<file path="config.mk">
export PLATFORM = sky130hd
export DESIGN_NAME = mc_control_fsm
export DESIGN_NICKNAME = d
export VERILOG_FILES = /design/src/rtl/mc_ctrl_pkg.sv /design/src/rtl/mc_control_fsm_decode.sv /design/src/rtl/mc_control_fsm.sv
export SDC_FILE = /design/constraint.sdc
export NUM_CORES = 1
export LEC_CHECK = 0
export CAP_MARGIN = 0
export CORE_MARGIN = 2
export CORE_UTILIZATION = 45
export DETAILED_ROUTE_END_ITERATION = 6
export HOLD_SLACK_MARGIN = 0.12
export PLACE_DENSITY = 0.75
export SYNTH_ARGS = -nofsm -noshare
export SYNTH_HDL_FRONTEND = slang
export SYNTH_HIERARCHICAL = 1
export SYNTH_SLANG_ARGS = --single-unit
</file>
<file path="constraint.sdc">
create_clock -name clk -period 5 [get_ports clk]
set_clock_uncertainty 0.2 [all_clocks]
set_input_delay 1 -clock clk [delete_from_list [all_inputs] [get_ports clk]]
set_output_delay 1 -clock clk [all_outputs]
set_load 0.01 [all_outputs]
</file>
<file path="src/rtl/mc_ctrl_pkg.sv">
// Shared encodings for the multi-cycle MIPS-subset control unit.
// Holds FSM states, opcodes and functs, datapath select codes and the instruction-class record.
package mc_ctrl_pkg;

   typedef enum logic [2:0] {
      S_FETCH  = 3'd0,
      S_DECODE = 3'd1,
      S_EXEC   = 3'd2,
      S_MEM    = 3'd3,
      S_WB     = 3'd4
   } state_e;

   typedef enum logic [2:0] {
      ALU_ADD    = 3'd0,
      ALU_SUB    = 3'd1,
      ALU_AND    = 3'd2,
      ALU_OR     = 3'd3,
      ALU_SLT    = 3'd4,
      ALU_LUI    = 3'd5,
      ALU_PASS_A = 3'd6
   } alu_op_e;

   localparam logic [5:0] OP_RTYPE = 6'h00;
   localparam logic [5:0] OP_J     = 6'h02;
   localparam logic [5:0] OP_JAL   = 6'h03;
   localparam logic [5:0] OP_BEQ   = 6'h04;
   localparam logic [5:0] OP_ADDI  = 6'h08;
   localparam logic [5:0] OP_ORI   = 6'h0D;
   localparam logic [5:0] OP_LUI   = 6'h0F;
   localparam logic [5:0] OP_LW    = 6'h23;
   localparam logic [5:0] OP_SW    = 6'h2B;

   localparam logic [5:0] FN_JR  = 6'h08;
   localparam logic [5:0] FN_ADD = 6'h20;
   localparam logic [5:0] FN_SUB = 6'h22;
   localparam logic [5:0] FN_AND = 6'h24;
   localparam logic [5:0] FN_OR  = 6'h25;
   localparam logic [5:0] FN_SLT = 6'h2A;

   localparam logic [1:0] PC_SRC_PC4 = 2'b00;
   localparam logic [1:0] PC_SRC_BR  = 2'b01;
   localparam logic [1:0] PC_SRC_JMP = 2'b10;
   localparam logic [1:0] PC_SRC_RS  = 2'b11;

   localparam logic [1:0] ALUB_RT   = 2'b00;
   localparam logic [1:0] ALUB_FOUR = 2'b01;
   localparam logic [1:0] ALUB_SEXT = 2'b10;
   localparam logic [1:0] ALUB_ZEXT = 2'b11;

   localparam logic [1:0] RDST_RT = 2'b00;
   localparam logic [1:0] RDST_RD = 2'b01;
   localparam logic [1:0] RDST_RA = 2'b10;

   typedef struct packed {
      logic r_type;
      logic jr;
      logic addi;
      logic ori;
      logic lui;
      logic mem_ld;
      logic mem_st;
      logic branch;
      logic jump;
      logic link;
      logic illegal;
   } instr_class_t;

   function automatic alu_op_e funct_alu_op(input logic [5:0] f);
      case (f)
         FN_SUB:  return ALU_SUB;
         FN_AND:  return ALU_AND;
         FN_OR:   return ALU_OR;
         FN_SLT:  return ALU_SLT;
         default: return ALU_ADD;
      endcase
   endfunction

endpackage

</file>
<file path="src/rtl/mc_control_fsm_decode.sv">
// Combinational opcode/funct to instruction-class decode.
module mc_instr_decode
   import mc_ctrl_pkg::*;
(
   input  logic [5:0]   opcode_i,
   input  logic [5:0]   funct_i,
   output instr_class_t cls_o
);

   always_comb begin
      cls_o = '0;
      case (opcode_i)
         OP_RTYPE: begin
            case (funct_i)
               FN_ADD, FN_SUB, FN_AND, FN_OR, FN_SLT: cls_o.r_type = 1'b1;
               FN_JR:                                 cls_o.jr     = 1'b1;
               default:                               cls_o.illegal = 1'b1;
            endcase
         end
         OP_J:    cls_o.jump   = 1'b1;
         OP_JAL:  cls_o.link   = 1'b1;
         OP_BEQ:  cls_o.branch = 1'b1;
         OP_ADDI: cls_o.addi   = 1'b1;
         OP_ORI:  cls_o.ori    = 1'b1;
         OP_LUI:  cls_o.lui    = 1'b1;
         OP_LW:   cls_o.mem_ld = 1'b1;
         OP_SW:   cls_o.mem_st = 1'b1;
         default: cls_o.illegal = 1'b1;
      endcase
   end

endmodule

</file>
<file path="src/rtl/mc_control_fsm.sv">
// Multi-cycle MIPS-subset main control: FETCH/DECODE/EXEC/MEM/WB sequencer
// driving datapath selects and strobes, plus a retired-instruction counter.
module mc_control_fsm
   import mc_ctrl_pkg::*;
#(
   parameter int CNT_W = 32
) (
   input  logic             clk,
   input  logic             rst_n,
   input  logic [5:0]       opcode,
   input  logic [5:0]       funct,
   input  logic             zero,
   output logic             pc_write,
   output logic [1:0]       pc_src,
   output logic             ir_write,
   output logic             mem_write,
   output logic             reg_write,
   output logic [1:0]       reg_dst,
   output logic             mem_to_reg,
   output logic             alu_src_a,
   output logic [1:0]       alu_src_b,
   output logic [2:0]       alu_op,
   output logic             illegal_op,
   output logic             instr_done,
   output logic [CNT_W-1:0] instr_count
);

   state_e             state_q, state_d;
   logic [5:0]         op_q, op_d;
   logic [5:0]         funct_q, funct_d;
   logic [CNT_W-1:0]   cnt_q, cnt_d;
   instr_class_t       cls;

   // DECODE looks at the live IR fields; later states use the copy taken at the end of DECODE.
   assign op_d    = (state_q == S_DECODE) ? opcode : op_q;
   assign funct_d = (state_q == S_DECODE) ? funct  : funct_q;

   mc_instr_decode u_dec (
      .opcode_i (op_d),
      .funct_i  (funct_d),
      .cls_o    (cls)
   );

   always_ff @(posedge clk or negedge rst_n) begin
      if (!rst_n) state_q <= S_FETCH;
      else        state_q <= state_d;
   end

   always_ff @(posedge clk or negedge rst_n) begin
      if (!rst_n) begin
         op_q    <= '0;
         funct_q <= '0;
         cnt_q   <= '0;
      end else begin
         op_q    <= op_d;
         funct_q <= funct_d;
         cnt_q   <= cnt_d;
      end
   end

   assign cnt_d       = cnt_q + CNT_W'(instr_done);
   assign instr_count = cnt_q;

   always_comb begin
      state_d = S_FETCH;
      case (state_q)
         S_FETCH:  state_d = S_DECODE;
         S_DECODE: state_d = (cls.illegal || cls.jump) ? S_FETCH : S_EXEC;
         S_EXEC: begin
            if (cls.mem_ld || cls.mem_st)  state_d = S_MEM;
            else if (cls.branch || cls.jr) state_d = S_FETCH;
            else                           state_d = S_WB;
         end
         S_MEM:    state_d = cls.mem_ld ? S_WB : S_FETCH;
         S_WB:     state_d = S_FETCH;
         default:  state_d = S_FETCH;
      endcase
   end

   always_comb begin
      pc_write   = 1'b0;
      pc_src     = PC_SRC_PC4;
      ir_write   = 1'b0;
      mem_write  = 1'b0;
      reg_write  = 1'b0;
      reg_dst    = RDST_RT;
      mem_to_reg = 1'b0;
      alu_src_a  = 1'b0;
      alu_src_b  = ALUB_RT;
      alu_op     = ALU_ADD;
      illegal_op = 1'b0;
      instr_done = 1'b0;

      // Write-back selects stay put across the remaining states so the clocked muxes see a stable value.
      if (state_q inside {S_DECODE, S_EXEC, S_MEM, S_WB}) mem_to_reg = cls.mem_ld;
      if (state_q inside {S_EXEC, S_MEM, S_WB}) begin
         if (cls.r_type)    reg_dst = RDST_RD;
         else if (cls.link) reg_dst = RDST_RA;
      end

      case (state_q)
         S_FETCH: begin
            ir_write  = 1'b1;
            pc_write  = 1'b1;
            alu_src_b = ALUB_FOUR;
         end
         S_DECODE: begin
            if (cls.illegal) begin
               illegal_op = 1'b1;
            end else if (cls.jump) begin
               pc_write   = 1'b1;
               pc_src     = PC_SRC_JMP;
               instr_done = 1'b1;
            end
         end
         S_EXEC: begin
            if (cls.r_type) begin
               alu_src_a = 1'b1;
               alu_op    = funct_alu_op(funct_q);
            end else if (cls.addi || cls.mem_ld || cls.mem_st) begin
               alu_src_a = 1'b1;
               alu_src_b = ALUB_SEXT;
            end else if (cls.ori || cls.lui) begin
               alu_src_a = 1'b1;
               alu_src_b = ALUB_ZEXT;
               alu_op    = cls.ori ? ALU_OR : ALU_LUI;
            end else if (cls.branch) begin
               alu_src_a  = 1'b1;
               alu_op     = ALU_SUB;
               pc_write   = zero;
               pc_src     = PC_SRC_BR;
               instr_done = 1'b1;
            end else if (cls.jr) begin
               alu_src_a  = 1'b1;
               pc_write   = 1'b1;
               pc_src     = PC_SRC_RS;
               instr_done = 1'b1;
            end else if (cls.link) begin
               alu_op = ALU_PASS_A;
            end
         end
         S_MEM: begin
            if (cls.mem_st) begin
               mem_write  = 1'b1;
               instr_done = 1'b1;
            end
         end
         S_WB: begin
            reg_write  = 1'b1;
            instr_done = 1'b1;
            if (cls.link) begin
               pc_write = 1'b1;
               pc_src   = PC_SRC_JMP;
            end
         end
         default: ;
      endcase

      // Strobes are held off for the whole of reset, even though the state already reads FETCH.
      if (!rst_n) begin
         pc_write   = 1'b0;
         ir_write   = 1'b0;
         mem_write  = 1'b0;
         reg_write  = 1'b0;
         illegal_op = 1'b0;
         instr_done = 1'b0;
      end
   end

endmodule

</file>
==> metrics.md, run 1 <==
| Metric | Value |
|---|---|
| DR vias | `2288` |
| Worst-path fanout max | `3` |
| Critical Path AT | `~3.7 ns` |
| Max Fclk | `206 MHz` |
| Wire per inst | `about 15 um` |
| Seq cells post-synth | `between 40 and 50` |
| Antenna violations before repair | `0` |
| Chip Width | `79.8 um` |
| Most frequent cells in the layout | `clkdlybuf4s50_1, dfrtp_1, buf_4` |
| Share of layout cells above drive strength 1 | `~22%` |
| DRC | `0` |
| Area growth syn-to-layout | `40.1%` |
| TritonCTS Buffers | `5` |
| First drt pass iteration count | `4` |
| P_leak | `~1.6 nW` |
| Relative slew margins | `roughly 60%` |
| Antenna cells | `0` |
| DRT antenna net count | `0` |
| Sequential fraction of the synthesis area | `45.5%` |
| Die H | `between 70 and 80 um` |
| Port bufs | `63` |
| Synthesized area per cell | `approximately 10 um^2` |
| Most common cell after layout, fill and taps aside | `clkdlybuf4s50_1` |
| Longest Clk Path Bufs | `2` |
| Global-route wire length before repair | `10.4 mm` |
| Peak supply drop | `267 uV` |
| Min cycle time layout | `4.85 ns` |
| Final Slew Violations | `0` |
| Post-synthesis compound-gate area fraction | `roughly 6.0%` |
| Post-detail-place hpwl | `slightly below 5 mm` |
| Tot Pwr | `1.42 mW` |
| Hold Violations, Final | `0` |
| Final period utilization | `97.1%` |
| Initial DRC Count | `92` |
| Yosys Warn Count | `6` |
| Total GRT Usage | `20.5%` |
| Largest family of logic cells by synthesized area | `simple AND/OR/NAND/NOR gates` |
| Cell Area, Synth | `0.00259 mm^2` |
| Root buffer cell | `clkbuf_8` |
| Number of H-tree levels | `2` |
| Final RePlAce weighted congestion | `~0.9` |
| Number of nets in the layout | `369` |
| Post-Syn Instances | `258` |
| Asr flop ratio synth | `100%` |
| CTS sink cnt | `47` |
| Post-synthesis xor/xnor area fraction | `11.1%` |
| Final core occ | `65.4%` |
| Unrepaired setup endpoints after global routing | `yes` |
| Post-CTS Hold Buffers | `0` |
| Status | `finished, final reports clean` |
| Mapped Nets | `275` |
| Vias/cell | `5.41` |
| Hold Path Class | `flip-flop to flip-flop` |
| Mux cell area share after synthesis | `5.61%` |
| Vias in the first global route | `between 2000 and 2500` |
| Endpoint class of the critical path | `output pin` |
| Final WL | `6.29 mm` |
| Maxcap violations | `0` |
| Clock Latency Late Sink | `0.29 ns` |
| Setup crit start kind | `input pin` |
| # rows | `27` |
| Post-synth EDFFs | `0` |
| CTS tree | `done` |
| Post-synth top flop | `dfrtp_1` |
| Worst path required time | `3.80 ns` |
| Synth Area in Adders | `less than 1%` |
| Largest net degree at the start of global routing | `46` |
| Cell variety after synth | `47` |
| Simple-gate share of the synthesized area | `28.7%` |
| Setup violators final | `0` |
| Pwr dens | `392 mW/mm^2` |
| Slew @ Worst Pin | `0.582 ns` |
| GR Overflow Total | `0` |
| Flop2flop setup slack | `0.41 ns` |
| # IOs | `64` |
| Starting Density | `46.7%` |
| Die ar. | `around 0.0064 mm^2` |
| Core Area | `roughly 0.0055 mm^2` |
| Crit path kind | `input pin to output pin` |
| Clock slew seen by the registers of the worst setup and hold paths | `0.08 ns` |
[through the flow]
stage               setup slack [ns]  cells  instance area (um^2)  setup TNS, ns  hold slack [ns]
global placement              -0.136    415                  3490         -0.342            0.261
finish                         0.147    423                  3620              0            0.278
detailed placement            -0.225    415                  3490         -0.587            0.274
floorplan                     0.0971    258                  2590              0            0.271
global route                 -0.0113    423                  3620        -0.0113            0.305
CTS                        0.0000941    422                  3590              0            0.287
[synth_stat cells, types with 2 or more instances]
cell	number	share of area, %
nor3_1	12	2.3
a211oi_1	3	0.87
or3_1	2	0.48
xor2_1	8	2.7
ha_1	2	0.97
nand3b_1	3	0.87
or3_4	2	0.87
or4_4	2	0.87
inv_1	4	0.58
buf_2	3	0.58
nand4_1	10	2.4
nand3_1	16	3.1
xnor2_1	23	7.8
nand2b_1	5	1.2
mux2_2	12	5.2
dfrtp_1	47	45
a21oi_1	11	2.1
nand2_1	19	2.8
nor3b_1	2	0.58
clkbuf_1	4	0.58
nor2_1	21	3.0
and3_1	10	2.4
o21ai_0	7	1.4
and2_1	4	0.97
nor4_1	4	0.97
[per-layer routing]
metal | vias up | wire length [um] | global-route usage, %
met3 | 14 | 275 | 3.85
met5 | - | 0 | 0
met2 | 67 | 3150 | 35.7
met4 | 0 | 130 | 6.78
met1 | 1094 | 2740 | 25.4
li1 | 1113 | - | -
[logic make-up (layout without fill, tap and decap cells)]
| logic type | count (synthesis) | in the layout |
|---|---|---|
| AND/OR/NAND/NOR | 126 | 126 |
| buffers and inverters | 12 | 105 |
| adder cells (fa/ha/maj) | 2 | 2 |
| flip-flops | 47 | 47 |
| XOR/XNOR | 32 | 32 |
| multiplexers | 13 | 13 |
| AO/OA/AOI/OAI | 26 | 26 |
[where the power goes]
| group | switching (mW) | internal, mW |
|---|---|---|
| sequential | 0.0387 | 0.446 |
| combinational | 0.378 | 0.350 |
| clock | 0.115 | 0.0929 |
[timing repair]
| item | in CTS | in global routing |
|---|---|---|
| hold endpoints to repair | 0 | 0 |
| resized for setup | 7 | 12 |
| pin swaps | 2 | 4 |
| setup buffers | 1 | 1 |
| endpoints found under the setup margin | 3 | 17 |
[final cells by class]
cell class                      count  area, um^2
Clock buffer                        5        68.8
Clock inverter                      1        7.51
Fill cell                         452        1920
Inverter                            4        15.0
Multi-Input combinational cell    199        1400
Sequential cell                    47        1180
Tap cell                           72        90.1
Timing Repair Buffer               95         862
[worst max-delay path, cell delays in order]
cell and delay, ns:
clkdlybuf4s50_1 0.40, mux2_2 0.31, nor4_2 0.26, nand2b_1 0.14
a41oi_2 0.25, o21ai_2 0.10, or4bb_1 0.54, a21oi_1 0.17
o311a_1 0.19, dlygate4sd2_1 0.27
[worst paths after layout]
kind	startpoint	to	depth (start not counted)
min in group asynchronous	rst_n	state_q[0]	1
worst max-delay path	funct[2]	instr_done	10
worst min-delay path	instr_count[31]	instr_count[31]	1
worst max register to register	state_q[1]	instr_count[19]	16
worst min register to register	instr_count[31]	instr_count[31]	1
max in group asynchronous	rst_n	op_q[0]	2
[registers in the layout, summed over array words and instances (netlist names)]
signal       flops
funct_q          6
instr_count     32
op_q             6
state_q          3
No activity file was read; power rests on OpenSTA's default activity.
==> run 2, diff against run 1 <==
Settings changed: ABC_CLOCK_PERIOD_IN_PS from default to 5000, SETUP_SLACK_MARGIN from default to 0.5.
==> run 2 against run 1 <==
Register-to-register slack worse by 0.07 ns. Flip-flop and latch count unchanged. First-iteration DRC count up 130%. Utilization up 8.7 points. Sequential power up 1%. Final cell count up 4.3%. Cell area up 13%. Critical path depth up 2. Hold slack better by 0.0096 ns.
==> metrics.md, run 2 (synthesis gave the netlist of run 1 again) <==
| Metric | Value |
|---|---|
| Flop2flop setup slack | `0.34 ns (-0.07 ns)` |
| Maxcap violations | `0 (unchanged)` |
| Vias in the first global route | `2335 (+1.9%)` |
| Largest net degree at the start of global routing | `28 (-39%)` |
| TritonCTS Buffers | `5 (unchanged)` |
| Relative slew margins | `41.9% (-19 points)` |
| Worst Hold End | `instr_count[31]` |
| Clock Latency Late Sink | `0.31 ns (+0.02 ns)` |
| Total GRT Usage | `22.4% (+2.0 points)` |
| Hold Path Class | `flip-flop to flip-flop` |
| Peak supply drop | `357 uV (+34%)` |
| Hold Violations, Final | `0 (unchanged)` |
| Most common cell after layout, fill and taps aside | `dfrtp_1` |
| # rows | `27 (unchanged)` |
| Area of placed instances | `0.00352 mm^2 (+1.1%)` |
| R2R cell count | `18 (+2)` |
| Number of H-tree levels | `2 (unchanged)` |
| WHS | `0.288 ns (+0.00957 ns)` |
| DR vias | `2478 (+8.3%)` |
| Pwr dens | `442 mW/mm^2 (+13%)` |
| Unrepaired setup endpoints after global routing | `yes` |
| Tot Pwr | `1.82 mW (+28%)` |
| Clock slew seen by the registers of the worst setup and hold paths | `0.09 ns (about the same)` |
| Hold Crit Start | `instr_count[31]` |
| Final period utilization | `94.7% (-2.4 points)` |
| Post-CTS Hold Buffers | `0 (unchanged)` |
| Final Cell Area | `0.00410 mm^2 (+13%)` |
| Setup crit start kind | `input pin` |
| Die H | `79.8 um (unchanged)` |
| Global-route wire length before repair | `11.1 mm (+7.2%)` |
| Crit path kind | `input pin to output pin` |
| Port bufs | `63 (unchanged)` |
| Status | `finished, final reports clean` |
| Antenna violations before repair | `0 (unchanged)` |
| Endpoint class of the critical path | `output pin` |
| Setup TNS | `0 ns (unchanged)` |
| Most frequent cells in the layout | `dfrtp_1, buf_4, clkdlybuf4s50_1` |
| Starting Density | `46.7% (unchanged)` |
| Initial DRC Count | `216 (+130%)` |
| Final RePlAce weighted congestion | `0.864 (-2.4%)` |
| DRC | `0 (unchanged)` |
| RR Startpoint | `state_q[1]` |
| Worst-path fanout max | `3 (unchanged)` |
| Antenna cells | `0 (unchanged)` |
| Longest Clk Path Bufs | `2 (unchanged)` |
| Min cycle time layout | `4.74 ns (-0.118 ns)` |
| Max reg flops | `32 (unchanged)` |
| CTS tree | `done` |
| Max Fclk | `211 MHz (+2.5%)` |
| Setup violators final | `0 (unchanged)` |
| Critical Path AT | `3.54 ns (-0.11 ns)` |
| Root buffer cell | `clkbuf_8` |
| Worst hold stages | `1 (unchanged)` |
| CTS sink cnt | `47 (unchanged)` |
| GR Overflow Total | `0 (unchanged)` |
| # IOs | `64 (unchanged)` |
| Final core occ | `74.1% (+8.7 points)` |
| R2R Path End | `instr_count[19]` |
| DRT antenna net count | `0 (unchanged)` |
| Core Area | `0.00554 mm^2 (unchanged)` |
| Final Slew Violations | `0 (unchanged)` |
| Wire per inst | `17.4 um (+17%)` |
| P_leak | `1.81 nW (+16%)` |
| Number of nets in the layout | `385 (+4.3%)` |
| Die ar. | `0.00637 mm^2 (unchanged)` |
| Share of layout cells above drive strength 1 | `36.3% (+14 points)` |
| Final WL | `7.68 mm (+22%)` |
| Slew @ Worst Pin | `0.864 ns (+0.283 ns)` |
| Area growth syn-to-layout | `58.7%` |
| Vias/cell | `5.62 (+3.9%)` |
| Post-detail-place hpwl | `4.76 mm (-0.88%)` |
| Worst path required time | `3.80 ns (about the same)` |
| First drt pass iteration count | `4 (unchanged)` |
| Chip Width | `79.8 um (unchanged)` |
==> run 2: power by group <==
group	leakage, nW	internal, mW	total [mW]	switching, mW
Combinational	1.13	0.532	1.03	0.503
Clock	0.0548	0.151	0.291	0.140
Sequential	0.626	0.446	0.490	0.0438
Total	1.81	1.13	1.82	0.687
==> run 2: worst max-delay path, cell delays in order <==
cell and delay, ns:
clkdlybuf4s50_1 0.40, mux2_4 0.29, nor4_4 0.21, nand2b_1 0.13, a41oi_2 0.26, o21ai_2 0.10
or4bb_4 0.55, a21oi_4 0.15, buf_4 0.13, a21oi_1 0.04, o22ai_1 0.11, buf_2 0.16
==> run 2: layout make-up <==
type | instances | area [um^2]
Fill cell | 391 | 1440
Clock inverter | 3 | 46.3
Clock buffer | 5 | 68.8
Tap cell | 72 | 90.1
Timing Repair Buffer | 111 | 1000
Inverter | 4 | 15.0
Sequential cell | 47 | 1180
Multi-Input combinational cell | 199 | 1700
==> run 2: worst max path at each step <==
stage | start | end | depth (start not counted) | slack (ns)
final | funct[5] | pc_write | 12 | 0.26
after global routing | state_q[1] | pc_write | 14 | 0.19
after CTS | state_q[2] | pc_write | 12 | 0.36
after detailed placement | funct[2] | pc_write | 11 | -0.19
after global placement | funct[2] | pc_write | 11 | -0.11
after floorplan | state_q[1] | instr_count[19] | 14 | 0.50
==> run 2: timing repair <==
action                     in CTS  in global routing
gates cloned                    0                  1
setup buffers                  11                  8
pin swaps                      15                 14
resized for setup              56                 46
setup endpoints to repair      27                 30
==> run 2: through the flow <==
stage / worst slack [ns] / instances
2_1_floorplan: 0.505 / 258
3_5_place_dp: -0.186 / 413
3_3_place_gp: -0.111 / 413
5_1_grt: 0.194 / 441
4_1_cts: 0.361 / 432
6_report: 0.265 / 441
==> run 2: per-layer routing <==
metal  share of wire [%]  global-route usage (%)  vias up
met1                  44                    30.7     1231
met2                  50                    35.5       83
met3                 4.5                    3.96       16
met5                   0                       0        -
li1                    -                       -     1148
met4                 2.0                    8.47        0
==> run 3, diff against run 2 <==
Settings changed: ABC_CLOCK_PERIOD_IN_PS 5000 to 5400, CORE_UTILIZATION 45 to 59, DONT_BUFFER_PORTS from default to 1, PLACE_DENSITY 0.75 to 0.73.
Clock period 5 ns to 5.4 ns, I/O delays scaled along.
==> run 3 against run 2 <==
Combinational power shrank 52%. Clock power decreased by 21%. Flip-flop and latch count did not move. Sequential share of layout area rose by 13 points.
==> metrics.md, run 3 (synthesis gave the netlist of run 1 again) <==
| Metric | Value |
|---|---|
| WHS | `0.270 ns (-0.0173 ns)` |
| Chip Width | `70.2 um (-12%)` |
| Setup crit start kind | `flip-flop` |
| Most common cell after layout, fill and taps aside | `dfrtp_1` |
| Relative slew margins | `54.5% (+13 points)` |
| P_leak | `1.18 nW (-35%)` |
| Setup TNS | `0 ns (unchanged)` |
| GR Overflow Total | `0 (unchanged)` |
| Clock Latency Late Sink | `0.30 ns (about the same)` |
| Largest net degree at the start of global routing | `54 (+93%)` |
| Longest Clk Path Bufs | `2 (unchanged)` |
| First drt pass iteration count | `4 (unchanged)` |
| Pre-CTS WS | `0.574 ns (+0.761 ns)` |
| Min cycle time layout | `4.71 ns` |
| Antenna violations before repair | `0 (unchanged)` |
| Vias in the first global route | `1820 (-22%)` |
| Wire per inst | `16.6 um (-4.8%)` |
| DRC | `0 (unchanged)` |
| Setup violators final | `0 (unchanged)` |
| Global-route wire length before repair | `8.80 mm (-21%)` |
| Die ar. | `0.00493 mm^2 (-23%)` |
| Total GRT Usage | `22.8% (+0.34 points)` |
| Hold Violations, Final | `0 (unchanged)` |
| Share of layout cells above drive strength 1 | `19.1% (-17 points)` |
| Setup WS post-layout | `0.690 ns (+0.426 ns)` |
| Pwr dens | `424 mW/mm^2 (-4.2%)` |
| Antenna cells | `0 (unchanged)` |
| Maxcap violations | `0 (unchanged)` |
| Final Slew Violations | `0 (unchanged)` |
| Max reg flops | `32 (unchanged)` |
| Initial DRC Count | `73 (-66%)` |
| Peak supply drop | `302 uV (-15%)` |
| Post-detail-place hpwl | `3.85 mm (-19%)` |
| DRT antenna net count | `0 (unchanged)` |
| # IOs | `64 (unchanged)` |
| Final RePlAce weighted congestion | `0.841 (-2.6%)` |
| Number of H-tree levels | `2 (unchanged)` |
| Clock slew seen by the registers of the worst setup and hold paths | `0.08 ns (about the same)` |
| Final WL | `5.29 mm (-31%)` |
| Worst path required time | `4.12 ns (+0.32 ns)` |
| Crit path kind | `flip-flop to output pin` |
| Status | `finished, final reports clean` |
| Final core occ | `65.3% (-8.7 points)` |
| Worst-path fanout max | `14 (+11)` |
| Unrepaired setup endpoints after global routing | `no` |
| Most frequent cells in the layout | `dfrtp_1, xnor2_1, nor2_1` |
| Endpoint class of the critical path | `output pin` |
| Critical Path AT | `3.43 ns (-0.11 ns)` |
| DR vias | `1930 (-22%)` |
| Starting Density | `60.2% (+14 points)` |
| Final period utilization | `87.2%` |
| # fillers | `356 (-9.0%)` |
| CTS tree | `done` |
| Flop2flop setup slack | `0.74 ns (+0.40 ns)` |
| Hold Path Class | `input pin to asynchronous set/reset pin` |
| Root buffer cell | `clkbuf_8` |
| Slew @ Worst Pin | `0.676 ns (-0.188 ns)` |
| TritonCTS Buffers | `5 (unchanged)` |
| Vias/cell | `6.05 (+7.7%)` |
| Max Fclk | `~210 MHz` |
| Die H | `70.2 um (-12%)` |
| CTS sink cnt | `47 (unchanged)` |
| Number of nets in the layout | `283 (-26%)` |
| # rows | `24 (-11%)` |
| Area growth syn-to-layout | `8.47%` |
| Core Area | `0.00429 mm^2 (-22%)` |
| Port bufs | `0 (-100%)` |
[run 3: changes by cell type in the layout (fill, tap and decap cells not counted), moves of 4 or more]
cell             delta
nand2_1             +4
nor3_1              +8
nand3_1             +8
dlygate4sd2_1      -10
a21oi_1             +4
nand3_2             -7
mux2_2             +12
buf_4              -36
nor3_2              -6
mux2_4             -12
clkdlybuf4s50_1    -43
nand2_2             -4
[run 3: per-stage QoR]
step                cell area, um^2  instances  power, mW
floorplan                      2590        258      0.856
global placement               2650        306      0.918
detailed placement             2650        306      0.926
CTS                            2750        314       1.16
global route                   2810        319       1.27
finish                         2810        319       1.19
[run 3: path summary, 6_finish.rpt]
kind,startpoint,to,cells past startpoint
min in group clk,op_q[4],op_q[4],1
worst max register to register,state_q[2],instr_count[19],14
worst max-delay path,state_q[2],pc_write,10
worst min register to register,op_q[4],op_q[4],1
max in group asynchronous,rst_n,state_q[0],0
worst min-delay path,rst_n,instr_count[31],0
[run 3: critical path, stage by stage (launching register included)]
cell and delay, ns:
dfrtp_2 0.45, nor3b_2 0.18, buf_6 0.19, mux2_2 0.40
or2_1 0.31, or3_4 0.35, nor3b_2 0.21, or4bb_1 0.52
a21oi_1 0.20, a21oi_1 0.07, o22ai_1 0.24
[run 3: final cells by class]
class,count,area [um^2],share of cell area (%)
Tap cell,52,65.1,2.32
Timing Repair Buffer,9,71.3,2.54
Clock buffer,7,96.3,3.43
Clock inverter,1,7.51,0.268
Multi-Input combinational cell,199,1370,48.8
Inverter,4,15.0,0.535
Sequential cell,47,1180,42.1
[run 3: where the power goes]
part / internal [mW] / switching, mW
Sequential: 0.415 / 0.0471
Clock: 0.116 / 0.115
Combinational: 0.219 / 0.276
[run 3: routing by layer]
layer	routed length (um)	vias to the layer above	global-route usage [%]
li1	-	936	-
met1	2150	927	26.4
met2	2740	57	38.7
met3	290	10	6.93
met4	106	0	10.3
met5	0	-	0
[run 3: what timing repair did]
action                                  CTS  global route
pin swaps                                 0             1
gates resized for setup                   1             6
endpoints found under the setup margin    1            19
gates cloned                              0             0
hold buffers                              0             0
buffers inserted                          0             5
